<file path="config.mk">
export PLATFORM = sky130hd
export DESIGN_NAME = pc_fetch_unit
export DESIGN_NICKNAME = d
export VERILOG_FILES = /design/src/rtl/pc_fetch_unit.sv
export SDC_FILE = /design/constraint.sdc
export NUM_CORES = 1
export LEC_CHECK = 0
export BUFFER_PORTS_ARGS = -buffer_cell sky130_fd_sc_hd__buf_2
export CORE_ASPECT_RATIO = 0.9
export CORE_UTILIZATION = 51
export DETAILED_ROUTE_END_ITERATION = 10
export GPL_ROUTABILITY_DRIVEN = 0
export HOLD_SLACK_MARGIN = 0.06
export PLACE_DENSITY = 0.86
export REMOVE_ABC_BUFFERS = 1
export SYNTH_ARGS = -nofsm -noshare
export SYNTH_HDL_FRONTEND = slang
export SYNTH_SLANG_ARGS = --single-unit
</file>
<file path="constraint.sdc">
create_clock -name CLK -period 3.55 [get_ports CLK]
set_clock_uncertainty 0.2 [all_clocks]
set_input_delay 0.5325 -clock CLK [delete_from_list [all_inputs] [get_ports CLK]]
set_output_delay 0.5325 -clock CLK [all_outputs]
set_load 0.02 [all_outputs]
</file>
<file path="src/rtl/pc_fetch_unit.sv">
// PC register and instruction fetch sequencer: request an instruction, hold it while
// the core executes, then commit the selected next PC. Halt is terminal until reset.
//
// state  | meaning
// S_REQ  | fetch request outstanding for the instruction at PC0
// S_EXEC | IR valid, waiting for the PCWre commit pulse
// S_HALT | halted; only reset leaves this state
module pc_fetch_unit #(
  parameter logic [31:0] RESET_PC = 32'h0000_0000
) (
  input  logic        CLK,
  input  logic        RST,
  input  logic        PCWre,
  input  logic [1:0]  PCSrc,
  input  logic [31:0] PC4,
  input  logic [31:0] Imm,
  input  logic [31:0] RegAddr,
  input  logic [25:0] JumpAddr,
  input  logic        Halt,
  input  logic        IMemAck,
  input  logic [31:0] IMemData,
  output logic [31:0] PC0,
  output logic        IMemReq,
  output logic [31:0] IMemAddr,
  output logic [31:0] IR,
  output logic        IRValid,
  output logic        AddrErr,
  output logic        Halted
);

  typedef enum logic [1:0] {
    S_REQ  = 2'b00,
    S_EXEC = 2'b01,
    S_HALT = 2'b10
  } state_t;

  state_t      state_q, state_d;
  logic [31:0] pc_q, pc_d;
  logic [31:0] ir_q, ir_d;
  logic        ir_valid_q, ir_valid_d;
  logic        req_q, req_d;
  logic        addr_err_q, addr_err_d;
  logic        halted_q, halted_d;
  logic [31:0] next_pc;

  // Imm is a word offset; sums wrap modulo 2^32.
  always_comb begin
    next_pc = PC4;
    unique case (PCSrc)
      2'b00:   next_pc = PC4;
      2'b01:   next_pc = PC4 + (Imm << 2);
      2'b10:   next_pc = {RegAddr[31:2], 2'b00};
      default: next_pc = {PC4[31:28], JumpAddr, 2'b00};
    endcase
  end

  always_comb begin
    state_d    = state_q;
    pc_d       = pc_q;
    ir_d       = ir_q;
    ir_valid_d = ir_valid_q;
    req_d      = req_q;
    addr_err_d = addr_err_q;
    halted_d   = halted_q;
    unique case (state_q)
      S_REQ: begin
        req_d = 1'b1;
        if (IMemAck) begin
          ir_d       = IMemData;
          ir_valid_d = 1'b1;
          req_d      = 1'b0;
          state_d    = S_EXEC;
        end
      end
      S_EXEC: begin
        if (PCWre) begin
          ir_valid_d = 1'b0;
          if (Halt) begin
            req_d    = 1'b0;
            halted_d = 1'b1;
            state_d  = S_HALT;
          end else begin
            pc_d    = next_pc;
            req_d   = 1'b1;
            state_d = S_REQ;
            if (PCSrc == 2'b10 && RegAddr[1:0] != 2'b00) addr_err_d = 1'b1;
          end
        end
      end
      S_HALT: begin
        req_d    = 1'b0;
        halted_d = 1'b1;
      end
      default: state_d = S_REQ;
    endcase
  end

  always_ff @(posedge CLK or negedge RST) begin
    if (!RST) begin
      state_q    <= S_REQ;
      pc_q       <= RESET_PC;
      ir_q       <= 32'h0;
      ir_valid_q <= 1'b0;
      req_q      <= 1'b0;
      addr_err_q <= 1'b0;
      halted_q   <= 1'b0;
    end else begin
      state_q    <= state_d;
      pc_q       <= pc_d;
      ir_q       <= ir_d;
      ir_valid_q <= ir_valid_d;
      req_q      <= req_d;
      addr_err_q <= addr_err_d;
      halted_q   <= halted_d;
    end
  end

  assign PC0      = pc_q;
  assign IMemAddr = pc_q;
  assign IR       = ir_q;
  assign IRValid  = ir_valid_q;
  assign IMemReq  = req_q;
  assign AddrErr  = addr_err_q;
  assign Halted   = halted_q;

endmodule

</file>
==> metrics <==
status complete, no violations; DR vias 5,244; Worst slew margin 0.403; flop-to-flop setup slack 1.07 ns; minimum clock period 3.01 ns; IO Count 261; IO Port Bufs 258; Finished Layout Cells 935; chain of cells forming the critical path buf_2 -> ha_1 -> fa_1 -> a21o_1 -> a221o_1 -> a2111o_1 -> a31oi_2 -> o21ai_1 -> and3_1 -> nor3_1; Synth area leader dfrtp_1; worst hold path type input port to asynchronous set/reset pin; Fmax 0.333 GHz; R2R Path End IMemAddr[28]; worst-case reg-to-reg path depth 8; Crit path arrival time 3.04 ns; Sw Pwr 2.10 mW; CTS Buf Count 9; Final Slew Violations 0; RSZ-0062 raised after global routing false; Crit-path slowest cell a2111o_1; Filler cells 871; Routed WL 15.3 mm; worst setup path startpoint PC4[2]; CTS Buffer Depth 2; R2R Path Start state_q[1]; clk root buf clkbuf_16; Logic pwr share 0.512; crit path launch type input port; Post-Place Cells 917; critical path's largest stage delay 0.44 ns; Util after Layout 0.667; Netlist cell types 55; drt wl/cell 16.4 um; mapped cell area 0.00533 mm2; crit path max fanout 5; PD cells 706 mW/mm2; Ys Warns 0; Mapped Cells 581; postcts setup bufs 0; Hold Vio Cnt, Final 0; Worst Slack Setup Final 0.545 ns; sequential power share 0.298; nets@finish 994; vias in the first global route 4,740; setup TNS 0 ns; first-iteration detailed-routing DRC count 314; Async S/R FF share, synth 1.00; Die Ht 98.9 um; TritonCTS Sinks 70; sequential-to-total area share from yosys stat 0.329; Post-synth EDFFs 0; synthesized area per cell 9.17 um2; Final ANT Viol Nets 0; clock slew at reported path FFs 0.06 ns; top cells by area, synth dfrtp_1 33%, mux2_2 9.5%, ha_1 7.8%, nand2_1 5.5%, a21oi_1 5.2%; global route total overflow 0; Worst EP required 3.58 ns; TritonCTS clock tree yes; share of cells above drive strength 1 0.427; Die Span X 110 um; largest net degree at the start of global routing 71; static leakage 3.38 nW; Total Die Area 0.0109 mm2; H-tree depth 3; First-pass DRT Iterations 6; fin crit share 0.847; Hold Buf Count CTS 0; clock share of power 0.191; core area 0.0102 mm2; Final setup viols 0; via/cell ratio 5.61; most common cell in the netlist nand2_1; initial antenna violation count 1; clock latency at the later pin of the worst-skew pair 0.32 ns; Area Overhead vs Synth 27.8%; switching share of power 0.436; PostCTS Resize Cnt 0; WS Path Type input port to flip-flop; most used flip-flop cell after synthesis dfrtp_1; Tightest Pin Transition 0.895 ns; Yosys reg bits 70; worst slack at placement 0.234 ns; gr usage total 0.281; max-cap viol count 0; Yosys top cell area share 0.329; Setup crit end kind flip-flop; HPWL Detailed 12.0 mm; initial core utilization 0.522; Design Power 4.81 mW; drt drc 0; first-pass GRT wire length 23.4 mm; row cnt 35; Int Pwr 2.71 mW; synth cell count leaders 78 x nand2_1, 70 x dfrtp_1, 55 x a21oi_1; Peak supply drop 0.499 mV
-- kinds of logic after synthesis --
logic type	Yosys count	share of synthesized area
buf+inv	74	0.0754
flops	70	0.329
fa+ha+maj	34	0.0813
compound gates	154	0.184
simple gates	161	0.133
xor+xnor	19	0.0313
mux	69	0.166
-- power by group through the flow --
stage	clock network [mW]	logic, mW	registers (mW)
6_report	0.917	2.46	1.43
5_1_grt	0.965	2.67	1.49
4_1_cts	0.930	2.47	1.43
3_5_place_dp	0	2.47	1.44
3_3_place_gp	0	2.42	1.43
2_1_floorplan	0	0.868	2.11
-- metal layers --
layer | track usage | vias to the layer above | routed length (um)
li1 | - | 2551 | -
met1 | 0.371 | 2417 | 6470
met2 | 0.467 | 242 | 7320
met3 | 0.0397 | 34 | 1080
met4 | 0.104 | 0 | 432
met5 | 0 | - | 0
-- registers in the layout, indices dropped and copies added (netlist names) --
signal    cells
AddrErr       1
Halted        1
IMemAddr     32
IMemReq       1
IR           32
IRValid       1
state_q       2
-- worst max-delay path, delay by kind of cell --
kind,cells,cell delay (ns)
fa+ha+maj,2,0.64
simple gates,2,0.37
compound gates,5,1.39
buf+inv,1,0.11
-- cell type report --
class	count	area, um2	area share
Multi-Input combinational cell	437	3170	0.466
Sequential cell	70	1750	0.257
Timing Repair Buffer	266	1350	0.199
Clock buffer	10	239	0.0351
Tap cell	129	161	0.0237
Clock inverter	6	67.6	0.00993
Inverter	15	56.3	0.00827
Antenna cell	2	5.00	0.000735
-- cell usage in the layout, fill, tap and decap left out, types with 9 or more instances in the layout --
| master | instances |
|---|---|
| buf_2 | 257 |
| nand2_1 | 78 |
| dfrtp_1 | 70 |
| a21oi_1 | 55 |
| mux2_2 | 45 |
| ha_1 | 33 |
| nor2_1 | 31 |
| o21ai_0 | 28 |
| inv_1 | 15 |
| nor3_1 | 14 |
| mux2i_1 | 13 |
| xnor2_1 | 13 |
| o22ai_1 | 11 |
| mux4_2 | 11 |
| nand3_1 | 9 |
| clkbuf_16 | 9 |
| buf_4 | 9 |
-- worst max path at each step --
stage,end,cells after the start
after floorplan,IMemAddr[24],9
after global placement,IMemAddr[24],10
after detailed placement,IMemAddr[24],10
after CTS,IMemAddr[24],10
after global routing,IMemAddr[24],10
final,IMemAddr[24],10
-- per-stage QoR --
| stage | area [um2] | hold WS (ns) |
|---|---|---|
| 2_1_floorplan | 4980 | 0.0369 |
| 3_3_place_gp | 6490 | 0.253 |
| 3_5_place_dp | 6490 | 0.248 |
| 4_1_cts | 6800 | 0.169 |
| 5_1_grt | 6800 | 0.216 |
| 6_report | 6810 | 0.132 |
Power figures use the tool's default switching activity.
